[src/rtl/refill_arbiter.sv]
// Round-robin arbiter that serves I-cache (id 0) and D-cache (id 1) line refills.
// Each refill is four single-word reads from main memory, issued one at a time.
module refill_arbiter #(
  parameter int MEM_LAT = 2,
  parameter int DATA_W  = 32
) (
  input  logic              clk,
  input  logic              rst_n,
  input  logic              req0,
  input  logic [9:0]        req0_blk,
  input  logic              req1,
  input  logic [9:0]        req1_blk,
  output logic [1:0]        gnt,
  output logic              busy,
  output logic              mem_en,
  output logic [11:0]       mem_addr,
  input  logic [DATA_W-1:0] mem_rdata,
  output logic              rfl_valid,
  output logic              rfl_id,
  output logic [1:0]        rfl_word,
  output logic [DATA_W-1:0] rfl_data,
  output logic              rfl_last,
  output logic [1:0]        dbg_state
);

  typedef enum logic [1:0] {IDLE, ISSUE, WAIT, DONE} state_t;

  state_t      state, state_nxt;
  logic [9:0]  blk;
  logic        id;
  logic        prio;
  logic [1:0]  cnt;
  logic [2:0]  lat;
  logic        win;
  logic        win_id;
  logic        capture;

  always_comb begin
    state_nxt = state;
    win       = 1'b0;
    win_id    = 1'b0;
    mem_en    = 1'b0;
    capture   = 1'b0;
    case (state)
      IDLE: begin
        if (req0 || req1) begin
          win       = 1'b1;
          // A tie goes to the pointer; otherwise the lone requester wins.
          win_id    = (req0 && req1) ? prio : req1;
          state_nxt = ISSUE;
        end
      end
      ISSUE: begin
        mem_en    = 1'b1;
        state_nxt = WAIT;
      end
      WAIT: begin
        if (lat == 3'd1) begin
          capture   = 1'b1;
          state_nxt = (cnt == 2'd3) ? DONE : ISSUE;
        end
      end
      DONE: begin
        state_nxt = IDLE;
      end
      default: state_nxt = IDLE;
    endcase
  end

  assign busy      = (state != IDLE);
  assign mem_addr  = mem_en ? {blk, cnt} : 12'd0;
  assign dbg_state = state;

  always_ff @(posedge clk or negedge rst_n) begin
    if (!rst_n) begin
      state     <= IDLE;
      blk       <= '0;
      id        <= 1'b0;
      prio      <= 1'b0;
      cnt       <= '0;
      lat       <= '0;
      gnt       <= '0;
      rfl_valid <= 1'b0;
      rfl_id    <= 1'b0;
      rfl_word  <= '0;
      rfl_data  <= '0;
      rfl_last  <= 1'b0;
    end else begin
      state     <= state_nxt;
      rfl_valid <= 1'b0;
      rfl_last  <= 1'b0;
      if (win) begin
        blk <= win_id ? req1_blk : req0_blk;
        id  <= win_id;
        cnt <= '0;
        gnt <= win_id ? 2'b10 : 2'b01;
      end
      if (state == ISSUE) lat <= 3'(MEM_LAT);
      if (state == WAIT)  lat <= lat - 3'd1;
      if (capture) begin
        rfl_valid <= 1'b1;
        rfl_id    <= id;
        rfl_word  <= cnt;
        rfl_data  <= mem_rdata;
        rfl_last  <= (cnt == 2'd3);
        if (cnt != 2'd3) cnt <= cnt + 2'd1;
      end
      // Hand priority to the other side so a lingering request cannot starve it.
      if (state == DONE) begin
        prio <= ~id;
        gnt  <= '0;
      end
    end
  end

endmodule

[config.mk]
export PLATFORM = sky130hd
export DESIGN_NAME = refill_arbiter
export DESIGN_NICKNAME = d
export VERILOG_FILES = /design/src/rtl/refill_arbiter.sv
export SDC_FILE = /design/constraint.sdc
export NUM_CORES = 1
export LEC_CHECK = 0
export BUFFER_PORTS_ARGS = -buffer_cell sky130_fd_sc_hd__clkbuf_2
export CAP_MARGIN = 5
export CORE_ASPECT_RATIO = 1.75
export CORE_MARGIN = 5
export CORE_UTILIZATION = 50
export CTS_BUF_LIST = sky130_fd_sc_hd__clkbuf_2
export CTS_CLUSTER_SIZE = 25
export DETAILED_ROUTE_END_ITERATION = 7
export MAX_ROUTING_LAYER = met4
export PLACE_DENSITY = 0.83
export SETUP_SLACK_MARGIN = 0.05
export SLEW_MARGIN = 30
export SYNTH_ARGS = -nofsm -noshare
export SYNTH_HDL_FRONTEND = slang
export SYNTH_SLANG_ARGS = --single-unit
[constraint.sdc]
create_clock -name clk -period 2.1 [get_ports clk]
set_clock_uncertainty 0.15 [all_clocks]
set_input_delay 0.105 -clock clk [delete_from_list [all_inputs] [get_ports clk]]
set_output_delay 0.105 -clock clk [all_outputs]
set_load 0.05 [all_outputs]
==> results_tabular.tex, run 1 <==
\begin{tabular}{lr}
\hline
Metric & Value \\
\hline
\multicolumn{2}{l}{\textbf{Synthesis}} \\
Dominant synthesized flop cell & sky130\_fd\_sc\_hd\_\_dfrtp\_1 \\
Dominant cell by count in the synthesized netlist & sky130\_fd\_sc\_hd\_\_dfrtp\_1 \\
Flip-flop and latch count after synthesis & between 50 and 60 \\
Number of warnings issued by yosys & 0 \\
Post-synthesis cell count & 207 \\
Fraction of registers with async set/reset & 100\% \\
Number of nets produced by synthesis & 271 \\
Netlist area before placement & between 0.002 and 0.003 sq mm \\
Post-synthesis area per instance & between 10 and 15 sq um \\
Synth cell count leaders & sky130\_fd\_sc\_hd\_\_dfrtp\_1, sky130\_fd\_sc\_hd\_\_mux2\_4, sky130\_fd\_sc\_hd\_\_nor2\_1 \\
Sequential-to-total area share from yosys stat & between 50\% and 60\% \\
Number of enable flip-flop cells after synthesis & 0 \\
Yosys top cell area share & about 54\% \\
Number of distinct library cells after synthesis & 31 \\
Area leader, netlist & sky130\_fd\_sc\_hd\_\_dfrtp\_1 \\
Dominant cells by area after synthesis & sky130\_fd\_sc\_hd\_\_dfrtp\_1, sky130\_fd\_sc\_hd\_\_mux2\_4, sky130\_fd\_sc\_hd\_\_mux2\_2 \\
\multicolumn{2}{l}{\textbf{Power and ir drop}} \\
Maximum ir drop on the vdd rail & between 1000 and 1500 uV \\
Power density over the cells & around 1500 mW/mm\^{}2 \\
Leakage power summed over all cells & $\sim$2.0 nW \\
\multicolumn{2}{l}{\textbf{Route}} \\
Total detailed-routing wirelength & slightly below 8000 um \\
DRC violations left & 0 \\
Starting DRT DRC Count & 91 \\
Via count normalized by instance count & 5.28 \\
First-pass iteration count of the detailed router & 4 \\
Number of vias after detailed routing & roughly 2300 \\
Number of nets with antenna violations after detailed routing & 0 \\
Average wire per standard cell & approximately 18 um \\
\multicolumn{2}{l}{\textbf{STA}} \\
Setup TNS & 0 ns \\
Setup violations, final & 0 \\
Highest Clock Rate & $\sim$0.52 GHz \\
Normalized max-slew margin & about 57\% \\
Unrepaired setup endpoints after global routing & no \\
Max Slew Vio Count & 0 \\
Setup slack after layout & between 0.15 and 0.2 ns \\
Final cycle utilization of the critical path & between 90\% and 100\% \\
Transition time of the tightest slew-check pin & approximately 0.65 ns \\
Final period demand of the worst path & between 1.5 and 2 ns \\
Hold Violations, Final & 0 \\
\multicolumn{2}{l}{\textbf{Floorplanning}} \\
CORE AREA & 0.00526 sq mm \\
Die outline width & between 60 and 70 um \\
Die Area & approximately 0.007 sq mm \\
Std-Cell Rows & 35 \\
Die height & 107 um \\
Boundary Pins & approximately 110 \\
Initial cell density of the core & roughly half \\
\multicolumn{2}{l}{\textbf{Setup path}} \\
Critical Path End Type & output port \\
Slowest cell on the critical path & sky130\_fd\_sc\_hd\_\_dfrtp\_2 \\
FF-to-FF setup slack & about 0.19 ns \\
Start of the worst register-to-register path & dbg\_state[0] \\
Biggest fanout along the worst timing path & 13 \\
Number of cells on the worst reg-to-reg path & 5 \\
Type of element launching the critical path & flip-flop \\
Data required time at the worst endpoint & $\sim$1.9 ns \\
Largest stage delay, worst path & 0.48 ns \\
Worst Path Arrival & $\sim$1.7 ns \\
Kind of critical path & flip-flop to output port \\
Crit path cell chain & inv\_2 > ha\_4 > and2\_2 > clkbuf\_4 \\
Worst R2R End & blk[1] \\
\multicolumn{2}{l}{\textbf{CTS}} \\
Clk Latency, worst-skew pair & approximately 0.48 ns \\
Clock slew at reported path FFs & 0.19 ns \\
Cell at the root of the clock tree & sky130\_fd\_sc\_hd\_\_clkbuf\_2 \\
Number of buffers on the longest clock path & 2 \\
TritonCTS clock tree & built \\
Number of H-tree levels & 3 \\
Clk sinks & 58 \\
Number of setup buffers added after CTS & 0 \\
Number of CTS-inserted buffers & 9 \\
\multicolumn{2}{l}{\textbf{GRT}} \\
Global routing met3 resource utilization & under 10\% \\
Number of global-route vias before repair & around 2600 \\
Wire length of the first global-routing pass & between 10000 and 15000 um \\
Total overflow reported by the global router & 0 \\
Initial antenna violation count & 0 \\
Largest net degree at the start of global routing & 37 \\
Met1 usage in global routing & a little over a quarter \\
GR Util met2 & 40.2\% \\
Aggregate global-route resource usage & between 20\% and 30\% \\
GRT busiest layer & met2 \\
\multicolumn{2}{l}{\textbf{Place}} \\
DP Worst Slack & approximately 0.18 ns \\
Number of buffers added on ports & 110 \\
Final weighted congestion in routability-driven placement & between 0.7 and 0.8 \\
Number of cells in the design after placement & 363 \\
Final HPWL from detailed placement & approximately 4500 um \\
\multicolumn{2}{l}{\textbf{Min path}} \\
Worst hold start & mem\_rdata[28] \\
Worst hold-check path type & input port to flip-flop \\
Cell count of the worst hold path & 3 \\
Hold endpoint & rfl\_data[28] \\
\multicolumn{2}{l}{\textbf{Cells and area}} \\
Number of standard cells in the layout, taps in and fillers out & approximately 440 \\
Fill cell instance count of the final layout & between 300 and 400 \\
Share of final-layout standard cells stronger than drive strength 1 & 48.4\% \\
Total number of nets in the final design & 441 \\
Sequential cell area & between 0.001 and 0.0015 sq mm \\
Inserted Diodes & 0 \\
Syn-to-layout area delta & 49.7\% \\
Area of the multi-input gates & approximately 0.0011 sq mm \\
Core occupancy in the finished layout & approximately 76\% \\
\multicolumn{2}{l}{\textbf{Run status}} \\
Result of the run & finished clean \\
\multicolumn{2}{l}{\textbf{Job}} \\
Reported max-cap violation count & 0 \\
\hline
\end{tabular}
-- critical path, delay by kind of cell (launching register included) --
kind | cells | cell delay, ns
buffers and inverters | 2 | 0.34
DFF | 1 | 0.48
and+or+nand+nor | 1 | 0.18
adders and majority gates | 1 | 0.20
-- kinds of logic after synthesis --
group                    count (synthesis)  synth area share (%)
AND/OR/NAND/NOR                         52                  11.9
buffers and inverters                   19                  4.52
AO/OA/AOI/OAI                           34                  7.64
multiplexers                            36                  18.1
adder cells (fa/ha/maj)                  8                  3.73
flip-flops                              58                  54.1
-- sequential cells by signal (all words and copies together) (netlist names) --
name	cells
cnt	2
rfl_id	1
lat	3
gnt	2
rfl_valid	1
rfl_word	2
prio	1
rfl_data	32
id	1
rfl_last	1
blk	10
dbg_state	2
-- stage by stage --
| stage | power, mW | hold WS, ns | cell area [sq um] |
|---|---|---|---|
| 3_5_place_dp | 5.21 | 0.0152 | 3270 |
| 2_1_floorplan | 4.46 | -0.341 | 2700 |
| 4_1_cts | 6.08 | 0.186 | 4010 |
| 3_3_place_gp | 5.13 | 0.0100 | 3270 |
| 6_report | 6.17 | 0.216 | 4020 |
| 5_1_grt | 6.49 | 0.167 | 4020 |
-- report_power, final --
group / switching, mW / leakage, nW / total [mW] / internal, mW
registers: 0.310 / 0.688 / 1.89 / 1.58
logic: 2.46 / 1.29 / 3.57 / 1.12
clock network: 0.433 / 0.0716 / 0.705 / 0.272
-- worst max-delay path by stage --
stage	endpoint	slack, ns	cells after the start	from
after floorplan	mem_addr[10]	0.02	4	dbg_state[1]
after global placement	blk[1]	0.25	5	dbg_state[0]
after detailed placement	blk[1]	0.18	5	dbg_state[0]
after CTS	blk[0]	0.09	5	dbg_state[1]
after global routing	rfl_word[1]	0.06	4	rst_n
final	mem_addr[8]	0.17	4	dbg_state[1]
-- placed cells by master (no fill, tap or decap), types with 2 or more instances in the layout --
master and count:
sky130_fd_sc_hd__clkbuf_2 107, sky130_fd_sc_hd__dlygate4sd3_1 58, sky130_fd_sc_hd__dfrtp_1 56, sky130_fd_sc_hd__mux2_4 22
sky130_fd_sc_hd__nor2_1 16, sky130_fd_sc_hd__o21ai_0 14, sky130_fd_sc_hd__mux2_2 13, sky130_fd_sc_hd__a31oi_1 11
sky130_fd_sc_hd__clkbuf_4 11, sky130_fd_sc_hd__and2_2 9, sky130_fd_sc_hd__or3b_1 8, sky130_fd_sc_hd__inv_1 6
sky130_fd_sc_hd__ha_1 5, sky130_fd_sc_hd__and2_1 4, sky130_fd_sc_hd__nand2_1 3, sky130_fd_sc_hd__a21oi_1 3
sky130_fd_sc_hd__or3b_2 3, sky130_fd_sc_hd__clkinv_2 3, sky130_fd_sc_hd__nand3b_1 2, sky130_fd_sc_hd__o2bb2ai_1 2
sky130_fd_sc_hd__ha_2 2, sky130_fd_sc_hd__clkinv_4 2, sky130_fd_sc_hd__dfrtp_2 2, sky130_fd_sc_hd__buf_4 2
sky130_fd_sc_hd__buf_12 2
-- layout make-up --
cell class | count | share of cell area [%]
Clock inverter | 7 | 1.74
Tap cell | 55 | 1.71
Multi-Input combinational cell | 130 | 28.5
Inverter | 7 | 0.654
Clock buffer | 9 | 1.12
Sequential cell | 58 | 36.2
Timing Repair Buffer | 171 | 30.1
-- what timing repair did --
action / 4_1_cts / 5_1_grt
endpoints found under the setup margin: 12 / 31
gates resized for setup: 13 / 6
endpoints found under the hold margin: 107 / 0
gates cloned: 0 / 0
hold buffers: 58 / 0
-- routing by layer --
metal	wire, um	vias up
li1	-	1063
met1	2870	1118
met2	4080	93
met3	357	34
met4	384	0
met5	0	-
Power figures use the tool's default switching activity.
==> inputs of run 2 (changes only) <==
CORE_ASPECT_RATIO = 0.9   (was 1.75)
==> results_tabular.tex, run 2 (synthesized netlist as in run 1, its figures left out) <==
\begin{tabular}{lr}
\hline
Metric & Value \\
\hline
\multicolumn{2}{l}{\textbf{Run status}} \\
Result of the run & finished clean \\
\multicolumn{2}{l}{\textbf{CTS}} \\
Clk sinks & 58 \\
Number of setup buffers added after CTS & 0 \\
Clock slew at reported path FFs & between 0.15 and 0.2 ns \\
Number of buffers on the longest clock path & 2 \\
Number of CTS-inserted buffers & 9 \\
Cell at the root of the clock tree & sky130\_fd\_sc\_hd\_\_clkbuf\_2 \\
TritonCTS clock tree & built \\
Number of H-tree levels & 3 \\
Clk Latency, worst-skew pair & around 0.44 ns \\
\multicolumn{2}{l}{\textbf{Cells and area}} \\
Total number of nets in the final design & between 400 and 500 \\
Core occupancy in the finished layout & about three quarters \\
Inserted Diodes & 0 \\
Register name with the most flops & rfl\_data \\
Syn-to-layout area delta & 48.7\% \\
Number of flip-flops under the largest register name & 32 \\
Most frequent cells in the layout & sky130\_fd\_sc\_hd\_\_clkbuf\_2, sky130\_fd\_sc\_hd\_\_dlygate4sd3\_1, sky130\_fd\_sc\_hd\_\_dfrtp\_1, sky130\_fd\_sc\_hd\_\_mux2\_4, sky130\_fd\_sc\_hd\_\_nor2\_1 \\
Share of final-layout standard cells stronger than drive strength 1 & approximately half \\
Sequential cell area & roughly 0.0015 sq mm \\
Commonest non-fill, non-tap cell in the layout & sky130\_fd\_sc\_hd\_\_clkbuf\_2 \\
Area of the multi-input gates & 0.00114 sq mm \\
Fill cell instance count of the final layout & $\sim$320 \\
Registers with the most flip-flops & rfl\_data x32, blk x10, lat x3 \\
\multicolumn{2}{l}{\textbf{Floorplanning}} \\
Die height & $\sim$80 um \\
Die Area & $\sim$0.0069 sq mm \\
Std-Cell Rows & 25 \\
Initial cell density of the core & between 50\% and 60\% \\
CORE AREA & around 0.0052 sq mm \\
Die outline width & around 87 um \\
Boundary Pins & 111 \\
\multicolumn{2}{l}{\textbf{STA}} \\
Setup TNS & 0 ns \\
Transition time of the tightest slew-check pin & 0.792 ns \\
Final period demand of the worst path & about 1.9 ns \\
Normalized max-slew margin & $\sim$47\% \\
Setup slack after layout & $\sim$0.17 ns \\
Smallest hold slack & 0.0572 ns \\
Highest Clock Rate & between 0.5 and 0.6 GHz \\
Final cycle utilization of the critical path & around 92\% \\
Max Slew Vio Count & 0 \\
Unrepaired setup endpoints after global routing & no \\
Setup violations, final & 0 \\
Hold Violations, Final & 0 \\
\multicolumn{2}{l}{\textbf{Route}} \\
First-pass iteration count of the detailed router & 6 \\
Via count normalized by instance count & slightly above 5 \\
Average wire per standard cell & about 17 um \\
Number of nets with antenna violations after detailed routing & 0 \\
Number of vias after detailed routing & between 2000 and 2500 \\
Total detailed-routing wirelength & 7520 um \\
DRC violations left & 0 \\
Starting DRT DRC Count & 78 \\
\multicolumn{2}{l}{\textbf{Power and ir drop}} \\
Power density over the cells & around 1500 mW/mm\^{}2 \\
Total power after layout & 6.00 mW \\
Maximum ir drop on the vdd rail & 1150 uV \\
Leakage power summed over all cells & roughly 2.0 nW \\
\multicolumn{2}{l}{\textbf{Setup path}} \\
Largest stage delay, worst path & 0.47 ns \\
Data required time at the worst endpoint & between 1.5 and 2 ns \\
Type of element launching the critical path & flip-flop \\
Kind of critical path & flip-flop to output port \\
Worst path bufs/invs & 2 \\
Crit path cell chain & inv\_2 > ha\_4 > and2\_1 > clkbuf\_4 \\
Slowest cell on the critical path & sky130\_fd\_sc\_hd\_\_dfrtp\_2 \\
Biggest fanout along the worst timing path & 13 \\
Critical Path End Type & output port \\
Worst Path Arrival & 1.68 ns \\
Delay-heaviest family, CP & flip-flops \\
\multicolumn{2}{l}{\textbf{Place}} \\
DP Worst Slack & about 0.15 ns \\
Final HPWL from detailed placement & between 4000 and 5000 um \\
Final weighted congestion in routability-driven placement & just under 0.8 \\
Number of buffers added on ports & 110 \\
\multicolumn{2}{l}{\textbf{Min path}} \\
Worst hold-check path type & input port to asynchronous set/reset pin \\
\multicolumn{2}{l}{\textbf{GRT}} \\
Aggregate global-route resource usage & a little under a quarter \\
Largest net degree at the start of global routing & 37 \\
Number of global-route vias before repair & 2380 \\
Wire length of the first global-routing pass & 11900 um \\
Total overflow reported by the global router & 0 \\
Initial antenna violation count & 0 \\
\multicolumn{2}{l}{\textbf{Job}} \\
Reported max-cap violation count & 0 \\
\hline
\end{tabular}
run 2: what timing repair did:
item                                    CTS  global route
hold endpoints to repair                105             0
gates resized for setup                  13             4
hold buffers                             57             0
pin swaps                                 0             0
endpoints found under the setup margin   12            23
run 2: stage by stage:
step	cell area (sq um)	cells
5_1_grt	3990	450
4_1_cts	3980	450
3_3_place_gp	3290	377
3_5_place_dp	3290	377
6_report	3990	450
2_1_floorplan	2700	207
run 2: path summary, 6_finish.rpt:
check                      slack (ns)           from           end  depth (start not counted)
setup reg to reg                 0.20   dbg_state[0]        blk[0]                          5
min in group clk                 0.25  mem_rdata[20]  rfl_data[20]                          3
setup / recovery                 0.17   dbg_state[1]  mem_addr[11]                          4
hold / removal                   0.06          rst_n  rfl_data[19]                          3
max in group asynchronous        0.52          rst_n  dbg_state[0]                          3
hold reg to reg                  0.37         rfl_id        rfl_id                          1
run 2: per-layer routing:
metal,GRT usage (%),part of all wire (%),up-vias
li1,-,-,1070
met1,26.4,40,1117
met2,40.1,52,80
met3,4.23,5.5,14
met4,10.9,2.1,0
met5,-,0,-
run 2: worst register-to-register path: cells and delay by family, from the launching register on:
family / cells / cell delay, ns
compound gates: 1 / 0.18
fa+ha+maj: 1 / 0.27
buf+inv: 1 / 0.15
flops: 1 / 0.49
simple gates: 2 / 0.62
run 2: area by class of cell:
type | instances | share of cell area [%]
multi-input cells | 130 | 28.6
repair buffers | 172 | 30.1
flip-flops and latches | 58 | 36.4
clock buffers | 10 | 1.25
inverters | 7 | 0.658
clock inverters | 6 | 0.846
well taps | 67 | 2.10
run 2: power breakdown:
group | switching (mW) | total, mW | internal [mW]
registers | 0.305 | 1.89 | 1.58
logic | 2.44 | 3.56 | 1.12
clock network | 0.406 | 0.556 | 0.150
==> inputs of run 3 (changes only) <==
CAP_MARGIN = 20   (was 5)
CORE_ASPECT_RATIO = unset   (was 0.9)
==> results_tabular.tex, run 3 (synthesized netlist as in run 1, its figures left out) <==
\begin{tabular}{lr}
\hline
Metric & Value \\
\hline
\multicolumn{2}{l}{\textbf{Run status}} \\
Result of the run & finished clean \\
\multicolumn{2}{l}{\textbf{CTS}} \\
TritonCTS clock tree & built \\
Clk sinks & a little under 60 \\
Number of buffers on the longest clock path & 2 \\
Number of H-tree levels & 3 \\
Number of setup buffers added after CTS & 0 \\
Clk Latency, worst-skew pair & around 0.45 ns \\
Clock slew at reported path FFs & 0.17 ns \\
Cell at the root of the clock tree & sky130\_fd\_sc\_hd\_\_clkbuf\_2 \\
Number of CTS-inserted buffers & 9 \\
\multicolumn{2}{l}{\textbf{STA}} \\
Highest Clock Rate & 0.520 GHz \\
Setup TNS & 0 ns \\
Final cycle utilization of the critical path & between 90\% and 100\% \\
Normalized max-slew margin & 53.4\% \\
Transition time of the tightest slew-check pin & $\sim$0.70 ns \\
Unrepaired setup endpoints after global routing & no \\
Setup violations, final & 0 \\
Final period demand of the worst path & between 1.5 and 2 ns \\
Hold Violations, Final & 0 \\
Max Slew Vio Count & 0 \\
\multicolumn{2}{l}{\textbf{Floorplanning}} \\
Boundary Pins & 111 \\
Initial cell density of the core & between 50\% and 60\% \\
Die outline width & approximately 83 um \\
CORE AREA & a little over 0.005 sq mm \\
Die Area & 0.00694 sq mm \\
Die height & $\sim$83 um \\
Std-Cell Rows & 26 \\
\multicolumn{2}{l}{\textbf{Cells and area}} \\
Register name with the most flops & rfl\_data \\
Number of standard cells in the layout, taps in and fillers out & between 400 and 500 \\
Total number of nets in the final design & about 440 \\
Commonest non-fill, non-tap cell in the layout & sky130\_fd\_sc\_hd\_\_clkbuf\_2 \\
Fill cell instance count of the final layout & a little over 300 \\
Inserted Diodes & 0 \\
Registers with the most flip-flops & rfl\_data x32, blk x10, lat x3 \\
Most frequent cells in the layout & sky130\_fd\_sc\_hd\_\_clkbuf\_2, sky130\_fd\_sc\_hd\_\_dfrtp\_1, sky130\_fd\_sc\_hd\_\_dlygate4sd3\_1, sky130\_fd\_sc\_hd\_\_mux2\_4, sky130\_fd\_sc\_hd\_\_nor2\_1 \\
Syn-to-layout area delta & 49.4\% \\
Share of final-layout standard cells stronger than drive strength 1 & between 40\% and 50\% \\
Number of flip-flops under the largest register name & 32 \\
\multicolumn{2}{l}{\textbf{Route}} \\
Average wire per standard cell & approximately 16 um \\
First-pass iteration count of the detailed router & 4 \\
Total detailed-routing wirelength & $\sim$7400 um \\
Via count normalized by instance count & 5.10 \\
DRC violations left & 0 \\
Number of nets with antenna violations after detailed routing & 0 \\
Starting DRT DRC Count & 73 \\
Number of vias after detailed routing & $\sim$2300 \\
\multicolumn{2}{l}{\textbf{Setup path}} \\
Critical Path End Type & output port \\
Worst R2R End & blk[1] \\
Start of the worst register-to-register path & dbg\_state[0] \\
Data required time at the worst endpoint & 1.85 ns \\
Kind of critical path & flip-flop to output port \\
Number of cells on the worst reg-to-reg path & 5 \\
Worst Path Arrival & between 1.5 and 2 ns \\
Type of element launching the critical path & flip-flop \\
Biggest fanout along the worst timing path & 13 \\
FF-to-FF setup slack & 0.20 ns \\
\multicolumn{2}{l}{\textbf{Place}} \\
Number of buffers added on ports & 110 \\
Final HPWL from detailed placement & approximately 4200 um \\
Final weighted congestion in routability-driven placement & between 0.8 and 0.9 \\
Number of cells in the design after placement & approximately 380 \\
\multicolumn{2}{l}{\textbf{Power and ir drop}} \\
Leakage power summed over all cells & roughly 2.0 nW \\
Power density over the cells & $\sim$1500 mW/mm\^{}2 \\
Maximum ir drop on the vdd rail & 1130 uV \\
\multicolumn{2}{l}{\textbf{GRT}} \\
Total overflow reported by the global router & 0 \\
Wire length of the first global-routing pass & $\sim$12000 um \\
Initial antenna violation count & 0 \\
Largest net degree at the start of global routing & 59 \\
Number of global-route vias before repair & $\sim$2300 \\
Aggregate global-route resource usage & around 22\% \\
\multicolumn{2}{l}{\textbf{Min path}} \\
Worst hold-check path type & input port to asynchronous set/reset pin \\
\multicolumn{2}{l}{\textbf{Job}} \\
Reported max-cap violation count & 0 \\
\hline
\end{tabular}
==> run 3: cell count changes in the layout (fill, tap and decap cells not counted), moves of 2 or more <==
cell / delta
sky130_fd_sc_hd__clkinv_1: +2
sky130_fd_sc_hd__clkinv_2: -2
sky130_fd_sc_hd__dlygate4sd3_1: -2
sky130_fd_sc_hd__bufinv_16: +2
==> run 3: worst max path at each step <==
stage                             from  slack (ns)           end
final                     dbg_state[1]        0.18   mem_addr[6]
after global routing      dbg_state[1]        0.06   mem_addr[6]
after CTS                 dbg_state[1]        0.05   mem_addr[2]
after detailed placement  dbg_state[0]        0.16        blk[1]
after global placement    dbg_state[0]        0.25        blk[0]
after floorplan           dbg_state[1]        0.02  mem_addr[10]
==> run 3: cell type report <==
type | count | area (sq um) | area share (%)
tap | 70 | 87.6 | 2.18
sequential | 58 | 1450 | 36.2
clock buffer | 9 | 45.0 | 1.12
inverter | 7 | 26.3 | 0.655
timing repair buffer | 169 | 1170 | 29.2
multi-input combinational | 130 | 1140 | 28.5
clock inverter | 7 | 83.8 | 2.09
==> run 3: timing repair <==
action	in CTS	in global routing
endpoints found under the setup margin	12	22
resized for setup	8	13
endpoints found under the hold margin	104	0
hold buffers	55	0
==> run 3: critical path, stage by stage (launching register included) <==
cell	delay [ns]
sky130_fd_sc_hd__dfrtp_1	0.47
sky130_fd_sc_hd__inv_2	0.12
sky130_fd_sc_hd__ha_4	0.22
sky130_fd_sc_hd__and2_2	0.18
sky130_fd_sc_hd__clkbuf_4	0.22
==> run 3: through the flow <==
stage / setup slack, ns / area [sq um] / util [%] / hold slack, ns / power (mW)
after floorplan: 0.0170 / 2700 / - / -0.341 / 4.46
after global placement: 0.252 / 3290 / 63.5 / 0.131 / 5.12
after detailed placement: 0.155 / 3290 / 63.5 / 0.144 / 5.21
after CTS: 0.0507 / 3990 / 77.2 / 0.153 / 6.12
after global routing: 0.0628 / 4010 / 77.6 / 0.181 / 6.50
final: 0.178 / 4010 / 77.6 / 0.156 / 6.19
==> run 3: metal layers <==
layer,GRT usage [%],vias to the layer above,part of all wire (%)
met2,37.4,103,52
met5,-,-,0
li1,-,1066,-
met3,5.94,21,5.8
met4,10.5,0,2.9
met1,24.2,1106,39
==> run 3: power breakdown <==
part	total, mW	switching [mW]	leakage, nW	internal [mW]
Clock	0.783	0.402	0.0744	0.381
Combinational	3.54	2.42	1.28	1.12
Sequential	1.87	0.292	0.689	1.58
